File: src/rtl/arbiter_pkg.sv
// Shared FSM encodings and line-width derivation for multi_port_arbiter.
package arbiter_pkg;

    localparam logic [1:0] ST_IDLE = 2'd0;
    localparam logic [1:0] ST_BUSY = 2'd1;
    localparam logic [1:0] ST_RESP = 2'd2;

    localparam int unsigned DEF_ADDR_W = 20;
    localparam int unsigned DEF_SHIFT  = 4;

    // Line width in bits: 2**shift bytes per bus beat.
    function automatic int unsigned line_dw(input int unsigned shift);
        return 32'd8 << shift;
    endfunction

    // Line address drops the byte-offset bits.
    function automatic int unsigned line_aw(input int unsigned addr_w, input int unsigned shift);
        return addr_w - shift;
    endfunction

    localparam int unsigned DEF_DW = line_dw(DEF_SHIFT);
    localparam int unsigned DEF_AW = line_aw(DEF_ADDR_W, DEF_SHIFT);

endpackage

File: src/rtl/arb_picker.sv
// Winner selection: first requester searching upward (with wrap) from ptr_i+1.
// A pointer of NUM_PORTS-1 degenerates to lowest-index fixed priority.
module arb_picker #(
    parameter int unsigned NUM_PORTS = 2,
    localparam int unsigned IDX_W = $clog2(NUM_PORTS)
) (
    input  logic [NUM_PORTS-1:0] req_i,
    input  logic [IDX_W-1:0]     ptr_i,
    output logic [NUM_PORTS-1:0] win_oh_o_c,
    output logic [IDX_W-1:0]     win_idx_o_c,
    output logic                 found_o_c
);

    logic [IDX_W-1:0] cand;

    always_comb begin
        win_oh_o_c  = '0;
        win_idx_o_c = '0;
        found_o_c   = 1'b0;
        cand        = '0;
        for (int unsigned off = 1; off <= NUM_PORTS; off++) begin
            cand = IDX_W'((32'(ptr_i) + off) % NUM_PORTS);
            if (!found_o_c && req_i[cand]) begin
                found_o_c        = 1'b1;
                win_oh_o_c[cand] = 1'b1;
                win_idx_o_c      = cand;
            end
        end
    end

endmodule

File: src/rtl/multi_port_arbiter.sv
// Multi-port bus arbiter: IDLE -> BUSY -> RESP, one outstanding transaction.
// Define MULTI_PORT_ARBITER_ROUND_ROBIN_EN for round-robin; otherwise fixed priority.
module multi_port_arbiter
    import arbiter_pkg::*;
#(
    parameter int unsigned NUM_PORTS            = 2,
    parameter int unsigned BUS_ADDRESS_WIDTH    = DEF_ADDR_W,
    parameter int unsigned BUS_DATA_WIDTH_SHIFT = DEF_SHIFT,
    localparam int unsigned DW = line_dw(BUS_DATA_WIDTH_SHIFT),
    localparam int unsigned AW = line_aw(BUS_ADDRESS_WIDTH, BUS_DATA_WIDTH_SHIFT)
) (
    input  logic                    clk_i,
    input  logic                    rst_i,
    input  logic [NUM_PORTS-1:0]    req_valid_i,
    input  logic [NUM_PORTS-1:0]    req_we_i,
    input  logic [NUM_PORTS*AW-1:0] req_addr_i,
    input  logic [NUM_PORTS*DW-1:0] req_data_i,
    output logic [NUM_PORTS-1:0]    resp_valid_o,
    output logic [NUM_PORTS-1:0]    grant_o,
    output logic [AW-1:0]           bus_addr_o,
    output logic [DW-1:0]           bus_data_o,
    output logic                    bus_we_o,
    output logic                    bus_valid_o,
    input  logic                    bus_valid_i
);

    localparam int unsigned IDX_W = $clog2(NUM_PORTS);

    logic [1:0]           state_q, state_d;
    logic [NUM_PORTS-1:0] grant_q, grant_d;
    logic [NUM_PORTS-1:0] resp_q, resp_d;
    logic                 bus_valid_q, bus_valid_d;
    logic                 bus_we_q, bus_we_d;
    logic [AW-1:0]        bus_addr_q, bus_addr_d;
    logic [DW-1:0]        bus_data_q, bus_data_d;

    logic [NUM_PORTS-1:0] win_oh;
    logic [IDX_W-1:0]     win_idx;
    logic [IDX_W-1:0]     ptr_sel;
    logic                 found;

`ifdef MULTI_PORT_ARBITER_ROUND_ROBIN_EN
    logic [IDX_W-1:0] ptr_q, ptr_d;

    // Pointer tracks the last granted port.
    always_comb begin
        ptr_d = ptr_q;
        if (state_q == ST_IDLE && found) begin
            ptr_d = win_idx;
        end
    end

    always_ff @(posedge clk_i or negedge rst_i) begin
        if (!rst_i) begin
            ptr_q <= IDX_W'(NUM_PORTS - 1);
        end else begin
            ptr_q <= ptr_d;
        end
    end

    assign ptr_sel = ptr_q;
`else
    assign ptr_sel = IDX_W'(NUM_PORTS - 1);
`endif

    arb_picker #(
        .NUM_PORTS (NUM_PORTS)
    ) u_picker (
        .req_i       (req_valid_i),
        .ptr_i       (ptr_sel),
        .win_oh_o_c  (win_oh),
        .win_idx_o_c (win_idx),
        .found_o_c   (found)
    );

    // Next-state and registered-output logic.
    always_comb begin
        state_d     = state_q;
        grant_d     = grant_q;
        resp_d      = '0;
        bus_valid_d = bus_valid_q;
        bus_we_d    = bus_we_q;
        bus_addr_d  = bus_addr_q;
        bus_data_d  = bus_data_q;
        unique case (state_q)
            ST_IDLE: begin
                if (found) begin
                    state_d     = ST_BUSY;
                    grant_d     = win_oh;
                    bus_valid_d = 1'b1;
                    for (int unsigned k = 0; k < NUM_PORTS; k++) begin
                        if (win_idx == IDX_W'(k)) begin
                            bus_we_d   = req_we_i[k];
                            bus_addr_d = req_addr_i[k*AW +: AW];
                            bus_data_d = req_data_i[k*DW +: DW];
                        end
                    end
                end
            end
            ST_BUSY: begin
                if (bus_valid_i) begin
                    state_d     = ST_RESP;
                    resp_d      = grant_q;
                    bus_valid_d = 1'b0;
                end
            end
            ST_RESP: begin
                state_d = ST_IDLE;
                grant_d = '0;
            end
            default: begin
                state_d     = ST_IDLE;
                grant_d     = '0;
                bus_valid_d = 1'b0;
            end
        endcase
    end

    always_ff @(posedge clk_i or negedge rst_i) begin
        if (!rst_i) begin
            state_q     <= ST_IDLE;
            grant_q     <= '0;
            resp_q      <= '0;
            bus_valid_q <= 1'b0;
            bus_we_q    <= 1'b0;
            bus_addr_q  <= '0;
            bus_data_q  <= '0;
        end else begin
            state_q     <= state_d;
            grant_q     <= grant_d;
            resp_q      <= resp_d;
            bus_valid_q <= bus_valid_d;
            bus_we_q    <= bus_we_d;
            bus_addr_q  <= bus_addr_d;
            bus_data_q  <= bus_data_d;
        end
    end

    assign resp_valid_o = resp_q;
    assign grant_o      = grant_q;
    assign bus_valid_o  = bus_valid_q;
    assign bus_we_o     = bus_we_q;
    assign bus_addr_o   = bus_addr_q;
    assign bus_data_o   = bus_data_q;

endmodule

File: config.mk
export PLATFORM = sky130hd
export DESIGN_NAME = multi_port_arbiter
export DESIGN_NICKNAME = d
export VERILOG_FILES = /design/src/rtl/arbiter_pkg.sv /design/src/rtl/arb_picker.sv /design/src/rtl/multi_port_arbiter.sv
export SDC_FILE = /design/constraint.sdc
export NUM_CORES = 1
export LEC_CHECK = 0
export ABC_AREA = 1
export CAP_MARGIN = 10
export CORE_AREA = 2 2 171 173
export CTS_BUF_LIST = sky130_fd_sc_hd__clkbuf_4
export DETAILED_ROUTE_END_ITERATION = 10
export DIE_AREA = 0 0 173 175
export PLACE_DENSITY = 0.67
export SETUP_SLACK_MARGIN = 0.1
export SYNTH_ARGS = -nofsm -noshare
export SYNTH_HDL_FRONTEND = slang
export SYNTH_SLANG_ARGS = --single-unit
File: constraint.sdc
create_clock -name clk_i -period 1.4 [get_ports clk_i]
set_input_delay 0.28 -clock clk_i [delete_from_list [all_inputs] [get_ports clk_i]]
set_output_delay 0.28 -clock clk_i [all_outputs]
set_load 0.02 [all_outputs]
# Yosys cells after proc, flatten, opt, wreduce, memory -nomap -nowiden
# Index checks and enable logic that the tools add are counted.
dict set report word_totals {
  regBits 152
  wordCells 38
  input_bits 295
  out_inout_bits 150
}
dict set report classes {
  n_bitwise 2
  eq_ne 4
  reduce_logical 7
  n_mux 18
}
# operator count
set op_table {}
lappend op_table {{2-to-1 mux 128 bit} 1}
lappend op_table {{2-to-1 mux 16 bit} 1}
lappend op_table {{2-to-1 mux 2 bit} 6}
lappend op_table {{case mux 2 bit (2 select lines)} 2}
lappend op_table {{2-to-1 mux 1 bit} 7}
lappend op_table {{AND reduction 2 bit} 3}
lappend op_table {{!= test 2 bit, second input constant} 2}
lappend op_table {{case mux 1 bit (3 select lines)} 1}
lappend op_table {{AND reduction 3 bit} 1}
lappend op_table {{equality test 2 x 1 -> 1 bit, second input constant} 1}
lappend op_table {{equality test 2 bit, second input constant} 1}
lappend op_table {{zero test 2 bit} 1}
lappend op_table {{inverter 1 bit} 2}
lappend op_table {{logical AND 1 bit} 1}
lappend op_table {{zero test 1 bit} 1}

# Logic depth before layout (Yosys ltp)
# Gate-level depths: netlist (run 1).
dict set report depth {
  ltp_word 6
  mapped_depth 9
  ltp_nobuf 6
}

# Hierarchy
# A second synthesis (run 1) with hierarchy kept.
dict set report hier_totals {
  cells_unflattened 1118
  area_unflattened_um2 7559.8
}
# module seq_area_each_um2 instances cells_each area_per_inst_um2
set modules_own_cells {}
lappend modules_own_cells {multi_port_arbiter 3803.6 1 1111 7528.5}
lappend modules_own_cells {arb_picker 0.0 1 7 31.3}

# Worst setup path after synthesis (run 1)
# No wires, ideal clock.
dict set report synth_path {
  path_kind {register to register}
  start {reg state_q[0]}
  end {reg bus_addr_q[11] (netlist: bus_addr_o[11])}
  path_stages_with_launch 7
  path_buffers 2
  t_arrival_ns 1.065
  slack_ns 0.219
  synth_period_minus_slack_ns 1.181
  required_ns 1.283
  setup_time_ns 0.117
  cell_sequence {dfrtp_1 > nor2_2 > nand2_2 > buf_4 > buf_4 > nand2_1 > nand2_1}
}
dict set report synth_via {
  elab_chain_cells 2
}
# item line_no
set synth_lines {}
lappend synth_lines {{start, declared} multi_port_arbiter.sv:29} ;# logic [1:0] state_q, state_d;
lappend synth_lines {{start signal, assigned} multi_port_arbiter.sv:129} ;# state_q <= state_d;
lappend synth_lines {{zero test 2 bit} multi_port_arbiter.sv:85} ;# unique case (state_q)
lappend synth_lines {{AND reduction 2 bit (no line)} -}
lappend synth_lines {{end signal, assigned} multi_port_arbiter.sv:134} ;# bus_addr_q <= bus_addr_d;
lappend synth_lines {{end, declared} multi_port_arbiter.sv:34} ;# logic [AW-1:0] bus_addr_q, bus_addr_d;
# Every way passes these cells.
# A chain may end at the register's enable or synchronous reset.

# Worst setup path in the final report (run 1)
dict set report layout_path {
  start {reg bus_data_q[72] (netlist: bus_data_o[72])}
  end {out bus_data_o[72]}
}
# item line_no
set layout_rtl {}
lappend layout_rtl {{start, declared} multi_port_arbiter.sv:35} ;# logic [DW-1:0] bus_data_q, bus_data_d;
lappend layout_rtl {{start signal, assigned} multi_port_arbiter.sv:135} ;# bus_data_q <= bus_data_d;
lappend layout_rtl {{end, declared} multi_port_arbiter.sv:21} ;# output logic [DW-1:0] bus_data_o,
# No word-level cell between the ends.

==> out/results.txt, run 1 <==
status - finished, violations left
failing checks - setup timing
final-report max-slew violation count - 0
share of total power consumed by net switching - 0.423
final std cells w/o fill - 2017
internal power consumption - 14.8 mW
total global routing track utilization - 0.191
part of the Yosys area used for sequential elements - 0.484
biggest area consumer among synthesized cells - sky130_fd_sc_hd__dfrtp_1
starting density of the core - 0.277
family of cells with the greatest summed delay on the critical path - flip-flops
RSZ-0062 raised after global routing - yes
slew of the pin with the lowest slew margin - 0.420 ns
DPL Wire Length - 22000 um
number of antenna violations at the first check in global routing - 1
ratio of cells with drive above 1 in the final layout - 0.182
vertical die dimension - 175 um
global-route wire length before repair - 46200 um
flop-to-flop setup slack - 0.14 ns
DIE WIDTH - 173 um
cell count along the critical path - 1
critical path class - flop to output port
Final period util - 1.04
critical path, cell by cell - buf_6
number of H-tree levels - 4
cells on worst reg2reg path - 6
Die Area - 30300 um^2
worst setup slack after layout - -0.0495 ns
IO Port Bufs - 444
Required @ worst endpoint - 1.12 ns
Area Growth Syn to Fin - 77.0%
CP Launch Point - bus_data_o[72]
Layout Cell Area excl Fill - 13900 um^2
P per Cell Area - 1850 nW/um^2
worst r2r dst - bus_addr_o[15]
maximum number of pins on one net before global-route repair - 67
CP peak stage delay - 0.46 ns
via count of the first global-routing pass - 8552
total negative setup slack - -0.264 ns
Worst IR Drop VDD - 0.847 mV
Std-Cell Core Area - 28400 um^2
post-place setup slack - -0.286 ns
post-synthesis instance total - 1128
number of antenna-violating nets in the routed design - 0
Leak Pwr - 7.31 nW
Max Fanout on Critical Path - 2
Peak Freq - 690 MHz
number of optimization iterations in the first detailed-route pass - 5
mean instance size in the synthesized netlist - 6.96 um^2
overall via count from detail_route - 8917
number of enable flip-flop cells after synthesis - 0
combined area of all synthesized cells - 7850 um^2
beginning of the worst register-to-register path - state_q[1]
cell count after placement - 1910
DR DRC count - 0
Top Ports - 445
sequential cell fraction of total power - 0.312
Final Util - 0.489
maximum count of clock buffers along a single path - 2
final net count - 1914
arrival time at the worst endpoint - 1.17 ns
most numerous cell types in the synthesized netlist - sky130_fd_sc_hd__nand2_1 (734), sky130_fd_sc_hd__dfrtp_1 (152), sky130_fd_sc_hd__nand3_1 (148)
Inserted Clock Buffers - 17
Syn Nets - 1423
clock power share - 0.100
detail-routed via count per cell - 4.42
clock slew at reported path FFs - 0.16 ns
type of the worst min-delay path - input port to asynchronous set/reset pin
number of warnings printed during yosys synthesis - 0
cell with the largest stage delay on the worst path - sky130_fd_sc_hd__dfrtp_1
post-synth top area share - 0.484
routed length per placed instance - 15.1 um
combinational share of power - 0.588
worst-case headroom to the max-slew limit - 0.720
shortest period the worst path allows - 1.45 ns
final hold viol count - 0
FF+latch count, synth - 152
maximum clock skew at final layout - 0.0315 ns
crit path launch type - flop
detailed-route wire length - 30500 um
overall overflow remaining after global route - 0
kind of capture point of the worst setup path - output port
total of max-cap violations - 0
number of DRC markers after the initial detailed-route iteration - 425
fraction of registers with async set or reset after synthesis - 1.00
final estimated routing congestion in global placement - 0.822
root cell of the clock tree - sky130_fd_sc_hd__clkbuf_4
buffering stage count on the worst path with inverters included - 1
count of unique library cells instantiated by Yosys - 14
number of placement rows - 62
dominant synthesized flop cell - sky130_fd_sc_hd__dfrtp_1
TritonCTS clock tree - built
power spent charging and discharging nets - 10.9 mW
TritonCTS Sinks - 152
Clock Latency Late Sink - 0.56 ns
instance area after placement - 12800 um^2
final setup violation count - 23
ranking of synthesized cells by area - sky130_fd_sc_hd__dfrtp_1 (48%), sky130_fd_sc_hd__nand2_1 (35%), sky130_fd_sc_hd__nand3_1 (9.4%)
count leader, synth - sky130_fd_sc_hd__nand2_1
==> repair_timing <==
action | CTS | global route
hold buffers | 1 | 0
gates cloned | 0 | 3
pin swaps | 0 | 1
setup endpoints to repair | 203 | 238
gates resized for setup | 906 | 10
buffers inserted | 34 | 36
hold endpoints to repair | 152 | 0
==> metrics by stage <==
| stage | total power [mW] | hold WS, ns |
|---|---|---|
| finish | 25.7 | 0.159 |
| global route | 27.3 | 0.115 |
| CTS | 24.8 | 0.104 |
| detailed placement | 20.7 | 0.188 |
| global placement | 20.6 | 0.187 |
| floorplan | 14.0 | -0.0156 |
==> worst max path at each step <==
stage	slack, ns	end
after floorplan	0.22	bus_addr_o[11]
after global placement	-0.27	bus_data_o[17]
after detailed placement	-0.29	bus_data_o[26]
after CTS	-0.12	bus_data_o[72]
after global routing	-0.15	bus_data_o[72]
final	-0.05	bus_data_o[72]
==> cells in the final DEF, fill, tap and decap left out, drive strengths merged <==
cell type and instances:
nor2 4, dfrtp 152, nand2 737, clkinvlp 3
clkinv 5, diode 1, buf 255, nand3 148
inv 12, dlygate4sd3 1, clkdlybuf4s50 292, clkbuf 21
o21ai 2
==> registers in the layout, summed over array words and instances, names as in the netlist <==
register / count
grant_o: 2
resp_valid_o: 2
bus_data_o: 128
bus_we_o: 1
bus_valid_o: 1
bus_addr_o: 16
state_q: 2
==> area by class of cell <==
class | instances | area, um^2
Clock buffer | 18 | 135
Clock inverter | 14 | 115
Sequential cell | 152 | 3800
Antenna cell | 1 | 2.50
Fill cell | 2762 | 14500
Inverter | 6 | 37.5
Tap cell | 384 | 480
Multi-Input combinational cell | 891 | 3560
Timing Repair Buffer | 551 | 5760
==> logic make-up (layout without fill, tap and decap cells) <==
logic type             after synthesis  after routing  share of synthesized area
other                                0              1                          0
flip-flops                         152            152                      0.484
AO/OA/AOI/OAI                        2              2                    0.00127
buffers and inverters               85            589                     0.0644
AND/OR/NAND/NOR                    889            889                      0.450
==> power by group through the flow <==
stage                     combinational [mW]  clock [mW]  sequential, mW
after floorplan                         3.89           0            10.1
after global routing                    16.2        2.88            8.24
after detailed placement                13.0           0            7.67
after global placement                  12.9           0            7.66
after CTS                               14.1        2.72            8.00
final                                   15.1        2.57            8.01
==> metal layers <==
layer,track usage,part of all wire,vias to the layer above
met4,0.0586,0.020,0
met2,0.336,0.51,324
met3,0.0527,0.068,37
met1,0.228,0.41,4098
li1,-,-,4458
met5,0,0,-
Note: power is estimated with default switching activity, not from simulation.
==> run 2, diff against run 1 <==
--- a/config.mk
+++ b/config.mk
@@ -12,6 +12,7 @@
 export DETAILED_ROUTE_END_ITERATION = 10
 export DIE_AREA = 0 0 173 175
 export PLACE_DENSITY = 0.67
+export REMOVE_ABC_BUFFERS = 1
 export SETUP_SLACK_MARGIN = 0.1
 export SYNTH_ARGS = -nofsm -noshare
 export SYNTH_HDL_FRONTEND = slang
==> constraint.sdc (replaced) <==
create_clock -name clk_i -period 1.4 [get_ports clk_i]
set_input_delay 0.14 -clock clk_i [delete_from_list [all_inputs] [get_ports clk_i]]
set_output_delay 0.14 -clock clk_i [all_outputs]
set_load 0.02 [all_outputs]
==> out/results.txt, run 2 (synthesis results as in run 1) <==
final net count - 1927 (+0.68%)
last element of the critical path - bus_addr_o[10]
detailed-route wire length - 30600 um (+0.19%)
worst r2r dst - bus_data_o[111]
overall overflow remaining after global route - 0 (unchanged)
Peak Freq - 793 MHz (+15%)
Final period util - 0.900 (-0.135)
commonest cells after routing, fill and taps aside - sky130_fd_sc_hd__nand2_1 (734), sky130_fd_sc_hd__clkdlybuf4s50_1 (292), sky130_fd_sc_hd__dfrtp_1 (152)
beginning of the worst register-to-register path - state_q[0]
TritonCTS Sinks - 152 (unchanged)
power spent charging and discharging nets - 10.8 mW (-0.89%)
total of max-cap violations - 0 (unchanged)
total global routing track utilization - 0.191 (about the same)
share of total power consumed by net switching - 0.412 (-0.0105)
Area Growth Syn to Fin - 77.3%
root cell of the clock tree - sky130_fd_sc_hd__clkbuf_4
number of antenna-violating nets in the routed design - 0 (unchanged)
RSZ-0062 raised after global routing - yes
detail-routed via count per cell - 4.47 (+1.0%)
type of the worst min-delay path - input port to asynchronous set/reset pin
number of placement rows - 62 (unchanged)
CP peak stage delay - 0.45 ns (about the same)
shortest period the worst path allows - 1.26 ns (-0.189 ns)
Clock Latency Late Sink - 0.52 ns (-0.04 ns)
worst-case headroom to the max-slew limit - 0.724 (+0.00453)
Final Util - 0.490 (+0.000793)
slew of the pin with the lowest slew margin - 0.413 ns (-0.00680 ns)
final hold viol count - 0 (unchanged)
number of DRC markers after the initial detailed-route iteration - 556 (+31%)
final setup violation count - 0 (-100%)
DR DRC count - 0 (unchanged)
Largest register FFs - 128 (unchanged)
internal power consumption - 15.3 mW (+3.5%)
kind of capture point of the worst setup path - output port
number of optimization iterations in the first detailed-route pass - 5 (unchanged)
total negative setup slack - 0 ns (+0.264 ns)
P per Cell Area - 1880 nW/um^2 (+1.5%)
clock power share - 0.115 (+0.015)
final estimated routing congestion in global placement - 0.848 (+3.1%)
number of H-tree levels - 4 (unchanged)
starting density of the core - 0.277 (unchanged)
Top Ports - 445 (unchanged)
Std-Cell Core Area - 28400 um^2 (unchanged)
critical path class - flop to output port
cell with the largest stage delay on the worst path - sky130_fd_sc_hd__dfrtp_1
Die Area - 30300 um^2 (unchanged)
cell count along the critical path - 1 (unchanged)
number of antenna violations at the first check in global routing - 1 (unchanged)
maximum count of clock buffers along a single path - 2 (unchanged)
Inserted Clock Buffers - 17 (unchanged)
crit path launch type - flop
overall via count from detail_route - 9066 (+1.7%)
Max Fanout on Critical Path - 2 (unchanged)
clock slew at reported path FFs - 0.14 ns (-0.02 ns)
TritonCTS clock tree - built
vertical die dimension - 175 um (unchanged)
Worst IR Drop VDD - 0.683 mV (-19%)
maximum clock skew at final layout - 0.0205 ns (-0.0109 ns)
Leak Pwr - 7.37 nW (+0.73%)
family of cells with the greatest summed delay on the critical path - flip-flops
Required @ worst endpoint - 1.26 ns (+0.14 ns)
flop-to-flop setup slack - 0.15 ns (about the same)
DPL Wire Length - 21700 um (-1.3%)
via count of the first global-routing pass - 8990 (+5.1%)
DIE WIDTH - 173 um (unchanged)
global-route wire length before repair - 46500 um (+0.61%)
CP Launch Point - bus_addr_o[10]
critical path, cell by cell - buf_6
ratio of cells with drive above 1 in the final layout - 0.188 (+0.00597)
final-report max-slew violation count - 0 (unchanged)
sequential cell fraction of total power - 0.304 (-0.008)
instance area after placement - 12800 um^2 (about the same)
routed length per placed instance - 15.1 um (-0.45%)
arrival time at the worst endpoint - 1.12 ns (-0.05 ns)
Layout Cell Area excl Fill - 13900 um^2 (+0.16%)
maximum number of pins on one net before global-route repair - 78 (+16%)
commonest non-fill, non-tap cell in the layout - sky130_fd_sc_hd__nand2_1
combinational share of power - 0.581 (-0.007)
cells on worst reg2reg path - 6 (unchanged)
status - finished, final reports clean
IO Port Bufs - 444 (unchanged)
buffering stage count on the worst path with inverters included - 1 (unchanged)
## run 2: cell types whose count changed in the layout (fill, tap and decap cells not counted), moves of 2 or more
cell and change:
sky130_fd_sc_hd__buf_2 +20, sky130_fd_sc_hd__buf_4 +11, sky130_fd_sc_hd__buf_6 -18, sky130_fd_sc_hd__bufinv_16 +3, sky130_fd_sc_hd__inv_6 -2
## run 2: how the worst min path moves through the flow
stage	startpoint	endpoint	slack, ns	cells past startpoint
6_report	rst_i	bus_data_o[64]	0.11	2
5_1_grt	rst_i	bus_data_o[35]	0.05	2
4_1_cts	rst_i	bus_data_o[6]	0.04	2
3_5_place_dp	rst_i	bus_data_o[97]	0.09	1
3_3_place_gp	rst_i	bus_data_o[97]	0.09	1
2_1_floorplan	rst_i	bus_addr_o[0]	-0.16	0
## run 2: layout make-up
| cell class | instances | area (um^2) |
|---|---|---|
| fillers | 2797 | 14500 |
| repair buffers | 564 | 5720 |
| flip-flops and latches | 152 | 3800 |
| multi-input cells | 891 | 3560 |
| well taps | 384 | 480 |
| clock inverters | 12 | 168 |
| clock buffers | 19 | 143 |
| inverters | 6 | 37.5 |
| diodes | 2 | 5.00 |
## run 2: timing repair
item	CTS	global route
resized for setup	751	141
endpoints found under the setup margin	295	257
hold endpoints to repair	152	0
pin swaps	1	2
setup buffers	29	51
gates cloned	1	3
hold buffers	1	0
## run 2: power groups by stage
stage	Combinational [mW]	Clock [mW]	Sequential [mW]
3_3_place_gp	13.0	0	7.63
3_5_place_dp	13.1	0	7.67
2_1_floorplan	3.35	0	10.1
4_1_cts	13.1	3.15	7.73
6_report	15.2	3.00	7.93
5_1_grt	16.3	3.31	8.15
## run 2: layer usage
layer  vias up  track usage  routed length, um
met3        38       0.0507               1980
met2       343        0.336              15200
met1      4201        0.230              12800
met4         0       0.0551                624
met5         -            0                  0
li1       4484            -                  -
## run 2: per-stage QoR
stage / std cells / power [mW] / hold slack (ns) / setup slack (ns)
2_1_floorplan: 1049 / 13.4 / -0.156 / -2.48
3_3_place_gp: 1912 / 20.6 / 0.0883 / -0.207
3_5_place_dp: 1912 / 20.8 / 0.0902 / -0.204
4_1_cts: 1974 / 24.0 / 0.0443 / 0.0428
5_1_grt: 2030 / 27.8 / 0.0507 / 0.0389
6_report: 2030 / 26.1 / 0.107 / 0.140
